==> src/rtl/prog_loader_pkg.sv <==
// Shared types and helpers for the boot-time program loader.
// Optional trailing-checksum support is enabled by defining PROG_LOADER_CHECKSUM_EN.
package prog_loader_pkg;

  typedef enum logic [2:0] {
    ST_HEADER = 3'd0,
    ST_LOAD   = 3'd1,
    ST_CHECK  = 3'd2,
    ST_START  = 3'd3,
    ST_RUN    = 3'd4,
    ST_ERROR  = 3'd5
  } state_t;

  localparam int unsigned BYTE_CNT_W = 2;

  // Bytes enter at the top and move down, so after four bytes the first one sits in [7:0].
  function automatic logic [31:0] le_shift_in(input logic [31:0] acc, input logic [7:0] data_byte);
    return {data_byte, acc[31:8]};
  endfunction

endpackage

==> src/rtl/prog_loader_if.sv <==
// Byte-stream, instruction-memory write and status bundle of the program loader.
// master drives the stream and reload; slave is the loader itself.
interface prog_loader_if #(
  parameter int INS_MEM_ADDR_WIDTH = 10
);
  logic                          PROG_LOADER_Byte_Valid_in;
  logic [7:0]                    PROG_LOADER_Byte_InBUS;
  logic                          PROG_LOADER_Byte_Ready_out;
  logic                          PROG_LOADER_Reload_in;
  logic                          PROG_LOADER_Insmem_We_out;
  logic [INS_MEM_ADDR_WIDTH-1:0] PROG_LOADER_Insmem_Addr_OutBUS;
  logic [31:0]                   PROG_LOADER_Insmem_Data_OutBUS;
  logic                          PROG_LOADER_Core_Reset_out;
  logic                          PROG_LOADER_Done_out;
  logic                          PROG_LOADER_Error_out;

  modport master (
    output PROG_LOADER_Byte_Valid_in, PROG_LOADER_Byte_InBUS, PROG_LOADER_Reload_in,
    input  PROG_LOADER_Byte_Ready_out, PROG_LOADER_Insmem_We_out,
           PROG_LOADER_Insmem_Addr_OutBUS, PROG_LOADER_Insmem_Data_OutBUS,
           PROG_LOADER_Core_Reset_out, PROG_LOADER_Done_out, PROG_LOADER_Error_out
  );

  modport slave (
    input  PROG_LOADER_Byte_Valid_in, PROG_LOADER_Byte_InBUS, PROG_LOADER_Reload_in,
    output PROG_LOADER_Byte_Ready_out, PROG_LOADER_Insmem_We_out,
           PROG_LOADER_Insmem_Addr_OutBUS, PROG_LOADER_Insmem_Data_OutBUS,
           PROG_LOADER_Core_Reset_out, PROG_LOADER_Done_out, PROG_LOADER_Error_out
  );
endinterface

==> src/rtl/prog_loader_word_asm.sv <==
// Little-endian word assembler: counts accepted bytes and emits a registered
// one-cycle word_vld pulse together with the completed 32-bit word.
module prog_loader_word_asm
  import prog_loader_pkg::*;
(
  input  logic        clk,
  input  logic        rst_n,
  input  logic        clear,
  input  logic        take,
  input  logic [7:0]  data_byte,
  output logic        word_vld,
  output logic [31:0] word
);

  logic [BYTE_CNT_W-1:0] cnt;
  logic [31:0]           shreg;
  logic [31:0]           shreg_nxt;

  assign shreg_nxt = le_shift_in(shreg, data_byte);

  always_ff @(posedge clk or negedge rst_n) begin
    if (!rst_n) begin
      cnt      <= '0;
      shreg    <= '0;
      word_vld <= 1'b0;
      word     <= '0;
    end else if (clear) begin
      cnt      <= '0;
      shreg    <= '0;
      word_vld <= 1'b0;
    end else begin
      word_vld <= 1'b0;
      if (take) begin
        shreg <= shreg_nxt;
        cnt   <= cnt + 1'b1;
        if (cnt == {BYTE_CNT_W{1'b1}}) begin
          word_vld <= 1'b1;
          word     <= shreg_nxt;
        end
      end
    end
  end

endmodule

==> src/rtl/prog_loader.sv <==
// Boot-time program loader: header word N, N data words written to instruction
// memory, core released after a one-cycle START. PROG_LOADER_CHECKSUM_EN adds a trailing sum word.
//
// state     | meaning
// HEADER    | collecting word count N
// LOAD      | collecting and writing data words
// CHECK     | collecting trailing checksum word
// START     | one settling cycle after the last write
// RUN       | image loaded, core out of reset
// ERROR     | load failed, core held in reset
module prog_loader
  import prog_loader_pkg::*;
#(
  parameter int DATAWIDTH          = 32,
  parameter int INS_MEM_ADDR_WIDTH = 10
) (
  input  logic           PROG_LOADER_Clk_in,
  input  logic           PROG_LOADER_Reset_in,
  prog_loader_if.slave   bus
);

  localparam int unsigned MAXW  = 1 << (INS_MEM_ADDR_WIDTH - 2);
  localparam int          IDX_W = $clog2(MAXW) + 1;

`ifdef PROG_LOADER_CHECKSUM_EN
  localparam state_t ST_AFTER_LOAD = ST_CHECK;
`else
  localparam state_t ST_AFTER_LOAD = ST_START;
`endif

  logic                 clk;
  logic                 rst_n;
  logic                 reload;
  logic                 ready;
  logic                 take;
  logic                 word_vld;
  logic [DATAWIDTH-1:0] word;
  logic                 hdr_over;
  logic                 last_word;

  state_t               state, state_nxt;
  logic [IDX_W-1:0]     idx, idx_nxt;
  logic [IDX_W-1:0]     n_words, n_words_nxt;
  logic                 core_reset_q;
  logic                 done_q;
  logic                 error_q;

  assign clk    = PROG_LOADER_Clk_in;
  assign rst_n  = PROG_LOADER_Reset_in;
  assign reload = bus.PROG_LOADER_Reload_in;

  assign ready = ((state == ST_HEADER) || (state == ST_LOAD) || (state == ST_CHECK)) && !reload;
  assign take  = bus.PROG_LOADER_Byte_Valid_in && ready;

  prog_loader_word_asm u_word_asm (
    .clk       (clk),
    .rst_n     (rst_n),
    .clear     (reload),
    .take      (take),
    .data_byte (bus.PROG_LOADER_Byte_InBUS),
    .word_vld  (word_vld),
    .word      (word)
  );

  assign hdr_over  = word > DATAWIDTH'(MAXW);
  assign last_word = idx == (n_words - IDX_W'(1));

`ifdef PROG_LOADER_CHECKSUM_EN
  logic [DATAWIDTH-1:0] sum;

  always_ff @(posedge clk or negedge rst_n) begin
    if (!rst_n) begin
      sum <= '0;
    end else if (reload) begin
      sum <= '0;
    end else if (word_vld) begin
      if (state == ST_HEADER) begin
        sum <= word;
      end else if (state == ST_LOAD) begin
        sum <= sum + word;
      end
    end
  end
`endif

  always_comb begin
    state_nxt   = state;
    idx_nxt     = idx;
    n_words_nxt = n_words;
    if (reload) begin
      state_nxt = ST_HEADER;
      idx_nxt   = '0;
    end else begin
      case (state)
        ST_HEADER: begin
          if (word_vld) begin
            // Only meaningful when N <= MAXW, which always fits in IDX_W bits.
            n_words_nxt = word[IDX_W-1:0];
            if (hdr_over) begin
              state_nxt = ST_ERROR;
            end else if (word == '0) begin
              state_nxt = ST_AFTER_LOAD;
            end else begin
              state_nxt = ST_LOAD;
            end
          end
        end
        ST_LOAD: begin
          if (word_vld) begin
            idx_nxt = idx + 1'b1;
            if (last_word) begin
              state_nxt = ST_AFTER_LOAD;
            end
          end
        end
`ifdef PROG_LOADER_CHECKSUM_EN
        ST_CHECK: begin
          if (word_vld) begin
            state_nxt = (word == sum) ? ST_START : ST_ERROR;
          end
        end
`endif
        ST_START: state_nxt = ST_RUN;
        default: ;
      endcase
    end
  end

  always_ff @(posedge clk or negedge rst_n) begin
    if (!rst_n) begin
      state        <= ST_HEADER;
      idx          <= '0;
      n_words      <= '0;
      core_reset_q <= 1'b0;
      done_q       <= 1'b0;
      error_q      <= 1'b0;
    end else begin
      state        <= state_nxt;
      idx          <= idx_nxt;
      n_words      <= n_words_nxt;
      core_reset_q <= (state_nxt == ST_RUN);
      done_q       <= (state_nxt == ST_RUN);
      error_q      <= (state_nxt == ST_ERROR);
    end
  end

  assign bus.PROG_LOADER_Byte_Ready_out     = ready;
  assign bus.PROG_LOADER_Insmem_We_out      = word_vld && (state == ST_LOAD);
  assign bus.PROG_LOADER_Insmem_Addr_OutBUS = {idx[IDX_W-2:0], 2'b00};
  assign bus.PROG_LOADER_Insmem_Data_OutBUS = word;
  assign bus.PROG_LOADER_Core_Reset_out     = core_reset_q;
  assign bus.PROG_LOADER_Done_out           = done_q;
  assign bus.PROG_LOADER_Error_out          = error_q;

endmodule

==> src/flat_wrapper.sv <==
// flat-port wrapper written by rule: the top's interface ports become plain ports
module prog_loader_flat import prog_loader_pkg::*;
#(
  parameter int DATAWIDTH          = 32,
  parameter int INS_MEM_ADDR_WIDTH = 10
)
  (PROG_LOADER_Clk_in, PROG_LOADER_Reset_in, bus_PROG_LOADER_Byte_Valid_in, bus_PROG_LOADER_Byte_InBUS, bus_PROG_LOADER_Reload_in, bus_PROG_LOADER_Byte_Ready_out, bus_PROG_LOADER_Insmem_We_out, bus_PROG_LOADER_Insmem_Addr_OutBUS, bus_PROG_LOADER_Insmem_Data_OutBUS, bus_PROG_LOADER_Core_Reset_out, bus_PROG_LOADER_Done_out, bus_PROG_LOADER_Error_out);
  prog_loader_if #(.INS_MEM_ADDR_WIDTH(INS_MEM_ADDR_WIDTH)) bus_i ();
  input  logic PROG_LOADER_Clk_in;
  input  logic PROG_LOADER_Reset_in;
  input wire logic [$bits(bus_i.PROG_LOADER_Byte_Valid_in)-1:0] bus_PROG_LOADER_Byte_Valid_in;
  input wire logic [$bits(bus_i.PROG_LOADER_Byte_InBUS)-1:0] bus_PROG_LOADER_Byte_InBUS;
  input wire logic [$bits(bus_i.PROG_LOADER_Reload_in)-1:0] bus_PROG_LOADER_Reload_in;
  output wire logic [$bits(bus_i.PROG_LOADER_Byte_Ready_out)-1:0] bus_PROG_LOADER_Byte_Ready_out;
  output wire logic [$bits(bus_i.PROG_LOADER_Insmem_We_out)-1:0] bus_PROG_LOADER_Insmem_We_out;
  output wire logic [$bits(bus_i.PROG_LOADER_Insmem_Addr_OutBUS)-1:0] bus_PROG_LOADER_Insmem_Addr_OutBUS;
  output wire logic [$bits(bus_i.PROG_LOADER_Insmem_Data_OutBUS)-1:0] bus_PROG_LOADER_Insmem_Data_OutBUS;
  output wire logic [$bits(bus_i.PROG_LOADER_Core_Reset_out)-1:0] bus_PROG_LOADER_Core_Reset_out;
  output wire logic [$bits(bus_i.PROG_LOADER_Done_out)-1:0] bus_PROG_LOADER_Done_out;
  output wire logic [$bits(bus_i.PROG_LOADER_Error_out)-1:0] bus_PROG_LOADER_Error_out;
  assign bus_i.PROG_LOADER_Byte_Valid_in = bus_PROG_LOADER_Byte_Valid_in;
  assign bus_i.PROG_LOADER_Byte_InBUS = bus_PROG_LOADER_Byte_InBUS;
  assign bus_i.PROG_LOADER_Reload_in = bus_PROG_LOADER_Reload_in;
  assign bus_PROG_LOADER_Byte_Ready_out = bus_i.PROG_LOADER_Byte_Ready_out;
  assign bus_PROG_LOADER_Insmem_We_out = bus_i.PROG_LOADER_Insmem_We_out;
  assign bus_PROG_LOADER_Insmem_Addr_OutBUS = bus_i.PROG_LOADER_Insmem_Addr_OutBUS;
  assign bus_PROG_LOADER_Insmem_Data_OutBUS = bus_i.PROG_LOADER_Insmem_Data_OutBUS;
  assign bus_PROG_LOADER_Core_Reset_out = bus_i.PROG_LOADER_Core_Reset_out;
  assign bus_PROG_LOADER_Done_out = bus_i.PROG_LOADER_Done_out;
  assign bus_PROG_LOADER_Error_out = bus_i.PROG_LOADER_Error_out;
  prog_loader #(.DATAWIDTH(DATAWIDTH), .INS_MEM_ADDR_WIDTH(INS_MEM_ADDR_WIDTH)) u_core (.PROG_LOADER_Clk_in(PROG_LOADER_Clk_in), .PROG_LOADER_Reset_in(PROG_LOADER_Reset_in), .bus(bus_i));
endmodule
==> config.mk <==
export PLATFORM = sky130hd
export DESIGN_NAME = prog_loader_flat
export DESIGN_NICKNAME = d
export VERILOG_FILES = /design/src/rtl/prog_loader_pkg.sv /design/src/rtl/prog_loader_if.sv /design/src/rtl/prog_loader_word_asm.sv /design/src/rtl/prog_loader.sv /design/src/flat_wrapper.sv
export SDC_FILE = /design/constraint.sdc
export NUM_CORES = 1
export LEC_CHECK = 0
export CAP_MARGIN = 20
export CORE_MARGIN = 5
export CORE_UTILIZATION = 25
export DETAILED_ROUTE_END_ITERATION = 8
export HOLD_SLACK_MARGIN = 0.05
export PLACE_DENSITY_LB_ADDON = 0.2
export SETUP_SLACK_MARGIN = 0.4
export SLEW_MARGIN = 10
export SYNTH_ARGS = -nofsm -noshare
export SYNTH_HDL_FRONTEND = slang
export SYNTH_SLANG_ARGS = --single-unit
==> constraint.sdc <==
create_clock -name PROG_LOADER_Clk_in -period 2.22 [get_ports PROG_LOADER_Clk_in]
set_clock_uncertainty 0.15 [all_clocks]
set_input_delay 0.444 -clock PROG_LOADER_Clk_in [delete_from_list [all_inputs] [get_ports PROG_LOADER_Clk_in]]
set_output_delay 0.444 -clock PROG_LOADER_Clk_in [all_outputs]
set_load 0.01 [all_outputs]
==> results of run 1 <==
## final cells by class
type                            count  share of cell area, %
Timing Repair Buffer              105                   17.9
Clock inverter                      5                   1.12
Clock buffer                       11                   4.72
Multi-Input combinational cell    228                   32.9
Sequential cell                    82                   38.5
Inverter                            6                  0.420
Tap cell                          188                   4.39
## synth_stat cells (2+ instances only)
cell type   n  area, µm²
a211oi_1    2       15.0
a21oi_1     6       30.0
and2_1      2       12.5
and4_1      2       17.5
buf_4      15        113
clkbuf_1    9       33.8
dfrtp_1    82       2050
ha_1        3       37.5
inv_1       6       22.5
mux2_2     38        428
mux2i_1     3       30.0
nand2_1    62        233
nand3_1     4       20.0
nand3b_1   25        188
nand4_1     3       18.8
nor2_1     15       56.3
nor2b_1     2       12.5
nor3_1      3       15.0
nor4_1     10       62.6
o21ai_0     3       15.0
xnor2_1    12        105
xor2_1      9       78.8
## cells by family after synthesis
kind of cell,count (synthesis),share of synthesized area (%)
xor+xnor,21,4.79
compound gates,17,3.03
simple gates,140,19.8
mux,42,12.2
buf+inv,33,5.67
flops,82,53.4
fa+ha+maj,3,0.978
other cells,1,0.0977
## layer usage
layer  wire length [µm]  vias to the layer above
met5                  0                        -
met4                201                        0
met3                437                       14
met2               4800                       60
met1               4760                     1417
li1                   -                     1350
## stage by stage
| stage | cells | util, % |
|---|---|---|
| after global routing | 625 | 35.4 |
| after detailed placement | 579 | 30.9 |
| after CTS | 609 | 33.6 |
| after global placement | 579 | 30.9 |
| after floorplan | 340 | - |
| final | 625 | 35.4 |
## registers in the layout (all words and copies together) (netlist names)
signal and count:
u_core.u_word_asm.word 32, u_core.u_word_asm.shreg 24, u_core.idx 9, u_core.n_words 9, u_core.state 3, u_core.u_word_asm.cnt 2, u_core.bus.PROG_LOADER_Core_Reset_out 1, u_core.bus.PROG_LOADER_Error_out 1
u_core.u_word_asm.word_vld 1
## critical path, stage by stage, from the launching register on
cell	delay [ps]
dfrtp_1	380
inv_2	80
ha_4	130
or3b_4	380
nor4b_4	210
a22oi_1	110
nor2b_4	150
o41ai_2	340
## path summary, 6_finish.rpt
| path | start | to | depth (start not counted) |
|---|---|---|---|
| min in group asynchronous | PROG_LOADER_Reset_in | u_core.u_word_asm.shreg[12] | 2 |
| max in group asynchronous | PROG_LOADER_Reset_in | u_core.idx[5] | 3 |
| worst min register to register | u_core.u_word_asm.shreg[14] | u_core.u_word_asm.word[6] | 1 |
| worst min-delay path | u_core.u_word_asm.shreg[14] | u_core.u_word_asm.word[6] | 1 |
| worst max register to register | u_core.n_words[1] | u_core.state[1] | 7 |
| worst max-delay path | u_core.n_words[1] | u_core.state[1] | 7 |
## timing repair
| item | 4_1_cts | 5_1_grt |
|---|---|---|
| hold buffers | 1 | 0 |
| resized for setup | 66 | 23 |
| endpoints found under the setup margin | 86 | 46 |
| gates cloned | 0 | 3 |
| pin swaps | 6 | 8 |
| buffers inserted | 13 | 13 |
| hold endpoints to repair | 25 | 0 |
## power groups by stage
stage                     sequential, mW  combinational, mW  clock [mW]
after floorplan                     1.70              0.242           0
after global placement              1.69              0.522           0
after detailed placement            1.69              0.526           0
after CTS                           1.66              0.526        1.60
after global routing                1.67              0.609        1.66
final                               1.66              0.549        1.55
==> impl_metrics.ini, run 1 <==
[clock_tree]
cts_made_buffers = 9
clk_pin_slew_ps = 60
tritoncts = built
clk_path_buf_depth = 2
cts_sinks = 82
clockRootBuffer = clkbuf_16
clock_latency_ps = 340
htreeDepth = 3

[worst_setup_path]
arrival_ps = 2120
reg2reg_slack_ps = 170
critical_path_class = register to register
cp.required_ps = 2290
worstSetupStartpointType = register
crit_fanout = 2
critical_path.endpoint_type = register

[die]
core_um2 = 15100
die_w_um = 134
initial_core_util_pct = 25.4
dieArea_um2 = 17900
die_y_um = 134
core.rowCount = 45
io_pins = 59

[sta]
layout_setup_ws_ps = 169
fin_setup_tns_ps = 0
tightestPinTransition_ps = 706
holdWs_ps = 352
finalSetupViolCount = 0
drv_slew = 0
max_slew_margin_pct = 52.9
fin_crit_ps = 2050
fin_crit_sh_pct = 92.4
rsz0062_at_grt = yes
max_freq_mhz = 488
finalHoldViolCount = 0

[synth]
ys_seq_area_share_pct = 53.4
synthArstFlopShare_pct = 100
synthDistinctLibCells = 45
synth_cells = 339
syn_area_um2 = 3840
synth_edf_count = 0
synth_seq_cells = 82
ys_warn_count = 0
synth_ff_type = dfrtp_1
synth.avg_cell_area_um2 = 11.3

[drt]
drt_iter0_drc = 122
viasPerCell = 4.55
drtPass1Iterations = 4
avgRoutedWirePerCell_um = 16.3
vias = 2841
drt_wl_total_um = 10200
antenna_left = 0
drc = 0

[grt]
grt_max_degree = 36
grt_pass1_vias = 3031
grt.overflow.total = 0
gr-usage-met2_pct = 17.6
grt_use_met1_pct = 14.4
grt_pass1_wl_um = 16000
busiest_layer = met2
track_usage_pct = 11.3
use_met3_pct = 4.39
antenna_found_initial = 0

[power]
fin_total_pwr_mw = 3.76
p_switching_mw = 0.959
clkPwrFrac_pct = 41.2
p_comb_share_pct = 14.6
leakage_nw = 2.73
internal_power_mw = 2.80
power_density_nw_per_um2 = 702
switching_share_pct = 25.5
peakVddDrop_uv = 480
power_frac_seq_pct = 44.2

[place]
dp_hpwl_um = 6590
placed_area_um2 = 4680
pre_cts_ws_ps = -15.6
port_buffers = 56
globalplace.congestion = 0.755

[layout]
layout_common_cells = dfrtp_1 (72), nand2_1 (60), dlygate4sd2_1 (43), buf_4 (40), mux2_2 (33)
multi_input_area_um2 = 1770
layout-drive-gt1-share_pct = 33.4
final_area_um2 = 5360
area_growth_pct = 39.6
diodes = 0
fillerInstances = 1524
layout_commonest_cell = dfrtp_1
nets = 447
regArea_um2 = 2060

[flow_run]
drv_cap = 0

[min_path]
hp-class = register to register

[outcome]
outcome = finished clean
No activity file was read; power rests on OpenSTA's default activity.
==> run 2: changes to the inputs <==
- REMOVE_ABC_BUFFERS: unset -> 1
==> run 2 against run 1 <==
Compared with the run above:
- non-clock buffer count rose by 7
- utilization fell by 0.14 points
- global-route usage barely moved
- maximum frequency rose by 0.94%
- hold slack got worse by 7.2 ps
==> impl_metrics.ini, run 2 (synthesis gave the netlist of run 1 again) <==
[die]
die_y_um = 134
io_pins = 59
dieArea_um2 = 17900
core.rowCount = 45
core_um2 = 15100
initial_core_util_pct = 25.4
die_w_um = 134

[layout]
area_growth_pct = 39.0
layout_commonest_cell = dfrtp_1
top_register = u_core.u_word_asm.word
layout-drive-gt1-share_pct = 32.0
final_util_pct = 35.2
fillerInstances = 1523
reg_top3 = u_core.u_word_asm.word (32), u_core.u_word_asm.shreg (24)
layout_common_cells = dfrtp_1 (78), nand2_1 (61), buf_4 (48), mux2_2 (38), dlygate4sd2_1 (37)
diodes = 0
nets = 451
largest_reg_flops = 32

[worst_setup_path]
crit_cells = 7
cp.required_ps = 2300
crit_fanout = 2
r2r_cells = 7
crit_chain = inv_2 > ha_4 > or3b_4 > nor4b_4 > a22oi_1 > nor2b_4 > o41ai_2
worstReg2RegStart = u_core.n_words[0]
reg2reg_slack_ps = 190
reg2reg_to = u_core.state[1]
cp_num_buf_inv = 1
critical_path.endpoint = u_core.state[1]
max_stage_delay_ps = 390
arrival_ps = 2110
worstSetupStartpointType = register
crit_slowest_cell = or3b_4
critical_path_class = register to register
critical_path.endpoint_type = register
cp-startpoint = u_core.n_words[0]
crit_family = simple AND/OR/NAND/NOR gates

[place]
dp_hpwl_um = 6590
port_buffers = 56
globalplace.congestion = 0.853

[clock_tree]
cts_sinks = 82
cts_made_buffers = 9
htreeDepth = 3
clockRootBuffer = clkbuf_16
clk_pin_slew_ps = 60
clk_path_buf_depth = 2
tritoncts = built
clock_latency_ps = 330

[grt]
track_usage_pct = 11.4
grt_pass1_vias = 3054
antenna_found_initial = 0
grt_pass1_wl_um = 16100
grt.overflow.total = 0
grt_max_degree = 39

[sta]
drv_slew = 0
fin_crit_sh_pct = 91.5
finalSetupViolCount = 0
tightestPinTransition_ps = 520
finalHoldViolCount = 0
fin_setup_tns_ps = 0
max_slew_margin_pct = 65.3
fin_crit_ps = 2030
rsz0062_at_grt = yes
max_freq_mhz = 492

[drt]
antenna_left = 0
drc = 0
drtPass1Iterations = 4
drt_wl_total_um = 9560
viasPerCell = 4.46
avgRoutedWirePerCell_um = 15.2
vias = 2799
drt_iter0_drc = 117

[min_path]
hold_path_depth = 2
min_from = u_core.u_word_asm.shreg[21]
hp-class = register to register

[power]
peakVddDrop_uv = 512
power_density_nw_per_um2 = 702
leakage_nw = 2.77
fin_total_pwr_mw = 3.75

[flow_run]
drv_cap = 0

[outcome]
outcome = finished clean
-- run 2: cell count changes in the layout (fill, tap and decap cells not counted), moves of 3 or more --
cell and delta:
buf_4 +8, clkdlybuf4s50_1 +3, dfrtp_1 +6, dfrtp_2 -6
dlygate4sd2_1 -6, dlymetal6s2s_1 +3, mux2_2 +5, mux2_4 -5
nand2_8 -3, nor4_1 -3
-- run 2: cell type report --
type	instances	area [µm²]	share of cell area, %
sequential	82	2060	38.5
multi-input combinational	225	1710	32.0
tap	188	235	4.41
clock buffer	11	243	4.55
inverter	6	22.5	0.422
clock inverter	4	51.3	0.961
timing repair buffer	112	1020	19.1
-- run 2: routing by layer --
| metal | GRT usage (%) | share of wire [%] | vias up |
|---|---|---|---|
| met2 | 18.4 | 47 | 65 |
| met5 | 0 | 0 | - |
| met1 | 14.5 | 47 | 1367 |
| met3 | 3.49 | 4.4 | 14 |
| met4 | 3.71 | 2.0 | 0 |
| li1 | - | - | 1353 |
-- run 2: report_power, final --
part           switching [mW]  leakage, nW  internal (mW)  total [mW]
combinational           0.279         1.51          0.317       0.597
clock                   0.591        0.142          0.898        1.49
sequential             0.0780         1.12           1.58        1.66
total                   0.949         2.77           2.80        3.75
-- run 2: per-stage QoR --
stage | instances | hold slack, ps | cell area, µm² | setup WS, ps
2_1_floorplan | 313 | -1.59 | 3650 | -347
3_3_place_gp | 593 | 308 | 4750 | -219
3_5_place_dp | 593 | 313 | 4750 | -187
4_1_cts | 626 | 349 | 5260 | 167
5_1_grt | 628 | 370 | 5340 | 49.6
6_report | 628 | 345 | 5340 | 188
-- run 2: repair_timing --
action	in CTS	in global routing
setup buffers	16	2
endpoints found under the hold margin	35	0
gates cloned	1	0
setup endpoints to repair	90	56
pin swaps	14	1
hold buffers	1	0
resized for setup	75	11
-- run 2: worst register-to-register path: stages, from the launching register on --
cell,delay [ps]
dfrtp_1,380
inv_2,80
ha_4,130
or3b_4,390
nor4b_4,210
a22oi_1,110
nor2b_4,150
o41ai_2,330
-- run 2: how the worst min path moves through the flow --
stage / to / slack (ps)
6_report: u_core.u_word_asm.shreg[13] / 340
3_3_place_gp: u_core.idx[5] / 310
5_1_grt: u_core.u_word_asm.word[6] / 370
4_1_cts: u_core.u_word_asm.word[6] / 350
3_5_place_dp: u_core.idx[5] / 310
2_1_floorplan: u_core.bus.PROG_LOADER_Core_Reset_out / -2
==> run 3: changes to the inputs <==
- CORE_UTILIZATION: 25 -> 46
==> run 3 against run 2 <==
Compared with the run above:
- clock power shrank 26%
- sequential power is essentially flat
- die area shrank 43%
==> impl_metrics.ini, run 3 (synthesis gave the netlist of run 1 again) <==
[outcome]
outcome = finished clean

[sta]
fin_setup_tns_ps = 0
max_freq_mhz = 459
finalSetupViolCount = 0
drv_slew = 0
rsz0062_at_grt = yes
fin_crit_ps = 2180
fin_crit_sh_pct = 98.1
finalHoldViolCount = 0

[layout]
largest_reg_flops = 32
diodes = 0
nets = 449
area_growth_pct = 32.4
multi_input_area_um2 = 1690
layout_commonest_cell = dfrtp_1
top_register = u_core.u_word_asm.word
final_util_pct = 62.2
layout-drive-gt1-share_pct = 32.3
regArea_um2 = 2060
fillerInstances = 698
layout_common_cells = dfrtp_1 (75), nand2_1 (62), buf_4 (47), dlygate4sd2_1 (42), mux2_2 (38)
reg_top3 = u_core.u_word_asm.word (32), u_core.u_word_asm.shreg (24)

[grt]
grt_pass1_vias = 2980
track_usage_pct = 17.9
grt.overflow.total = 0
grt_pass1_wl_um = 14400
grt_max_degree = 34
antenna_found_initial = 0

[min_path]
min_from = u_core.u_word_asm.shreg[14]
hold_path_depth = 1
hp-class = register to register
hold_end = u_core.u_word_asm.word[6]

[worst_setup_path]
reg2reg_to = u_core.state[1]
crit_slowest_cell = or3b_4
cp.required_ps = 2300
r2r_cells = 8
crit_top_cell = mux2i_1
worstReg2RegStart = u_core.n_words[1]
max_stage_delay_ps = 410
crit_fanout = 4
critical_path_class = register to register
worstSetupStartpointType = register
crit_chain = inv_2 > ha_4 > or3b_4 > buf_6 > mux2i_1 > mux2i_1 > a21oi_2 > o41ai_2
critical_path.endpoint_type = register
arrival_ps = 2260
reg2reg_slack_ps = 40

[place]
globalplace.congestion = 0.890
dp_hpwl_um = 5710
port_buffers = 56

[clock_tree]
clockRootBuffer = clkbuf_8
cts_made_buffers = 9
clock_latency_ps = 340
tritoncts = built
clk_path_buf_depth = 2
htreeDepth = 3
cts_sinks = 82
clk_pin_slew_ps = 80

[power]
switching_share_pct = 26.6
leakage_nw = 2.68
power_density_nw_per_um2 = 652
peakVddDrop_uv = 536
power_frac_seq_pct = 50.0
internal_power_mw = 2.43
p_comb_share_pct = 16.8
clkPwrFrac_pct = 33.3
p_switching_mw = 0.882

[drt]
drtPass1Iterations = 4
viasPerCell = 5.21
drt_wl_total_um = 8900
wl_met3_um = 522
antenna_left = 0
drc = 0
wl_met1_um = 3810
avgRoutedWirePerCell_um = 16.4
vias = 2833
wl_met2_um = 4380
drt_iter0_drc = 117
highest_layer = met4

[die]
dieArea_um2 = 10300
die_w_um = 101
core_um2 = 8180
io_pins = 59
initial_core_util_pct = 47.0
die_y_um = 101
core.rowCount = 33

[flow_run]
drv_cap = 0
==> run 3: changes by cell type in the layout (fill, tap and decap cells not counted), moves of 3 or more <==
cell,change
dfrtp_2,+3
dlygate4sd2_1,+5
nor4_1,+4
clkbuf_8,+9
dfrtp_1,-3
clkbuf_16,-9
==> run 3: how the worst max path moves through the flow <==
stage,from,cells after the start,end
5_1_grt,u_core.n_words[1],8,u_core.state[1]
2_1_floorplan,u_core.state[1],5,u_core.u_word_asm.word[6]
6_report,u_core.n_words[1],8,u_core.state[1]
4_1_cts,u_core.n_words[0],7,u_core.state[1]
3_5_place_dp,bus_PROG_LOADER_Reload_in,3,bus_PROG_LOADER_Byte_Ready_out
3_3_place_gp,bus_PROG_LOADER_Reload_in,3,bus_PROG_LOADER_Byte_Ready_out
==> run 3: per-stage QoR <==
step,instance area (µm²),power (mW),worst slack (ps),hold WS (ps),std cells
after floorplan,3650,1.91,-347,-1.59,313
after global placement,4610,2.21,-184,273,503
after detailed placement,4610,2.22,-172,270,503
after CTS,4950,3.32,130,337,538
after global routing,5080,3.47,0.0135,367,544
final,5080,3.31,43.0,335,544
==> run 3: final cells by class <==
cell class,count,area share [%]
tap,105,2.58
sequential,82,40.5
timing repair buffer,110,19.3
clock inverter,5,1.23
multi-input combinational,225,33.2
inverter,6,0.443
clock buffer,11,2.78
==> run 3: power by group through the flow <==
stage	registers [mW]	clock network (mW)	logic, mW
floorplan	1.70	0	0.209
global placement	1.68	0	0.530
detailed placement	1.68	0	0.535
CTS	1.65	1.14	0.530
global route	1.67	1.19	0.607
finish	1.65	1.10	0.555
==> run 3: per-layer routing <==
metal | GRT usage, % | up-vias
met5 | 0 | -
met4 | 5.21 | 0
met3 | 4.89 | 15
met2 | 30.1 | 88
met1 | 22.7 | 1388
li1 | - | 1342
==> run 3: timing repair <==
| item | CTS | global route |
|---|---|---|
| setup endpoints to repair | 87 | 66 |
| hold buffers | 1 | 0 |
| endpoints found under the hold margin | 30 | 0 |
| gates resized for setup | 60 | 22 |
| pin swaps | 8 | 10 |
| setup buffers | 18 | 6 |
==> run 3: critical path: cells and delay by family (launching register included) <==
family                   cells  cell delay (ps)
adder cells (fa/ha/maj)      1              130
buffers and inverters        2              230
flip-flops                   1              400
AND/OR/NAND/NOR              1              410
AO/OA/AOI/OAI                2              470
multiplexers                 2              290
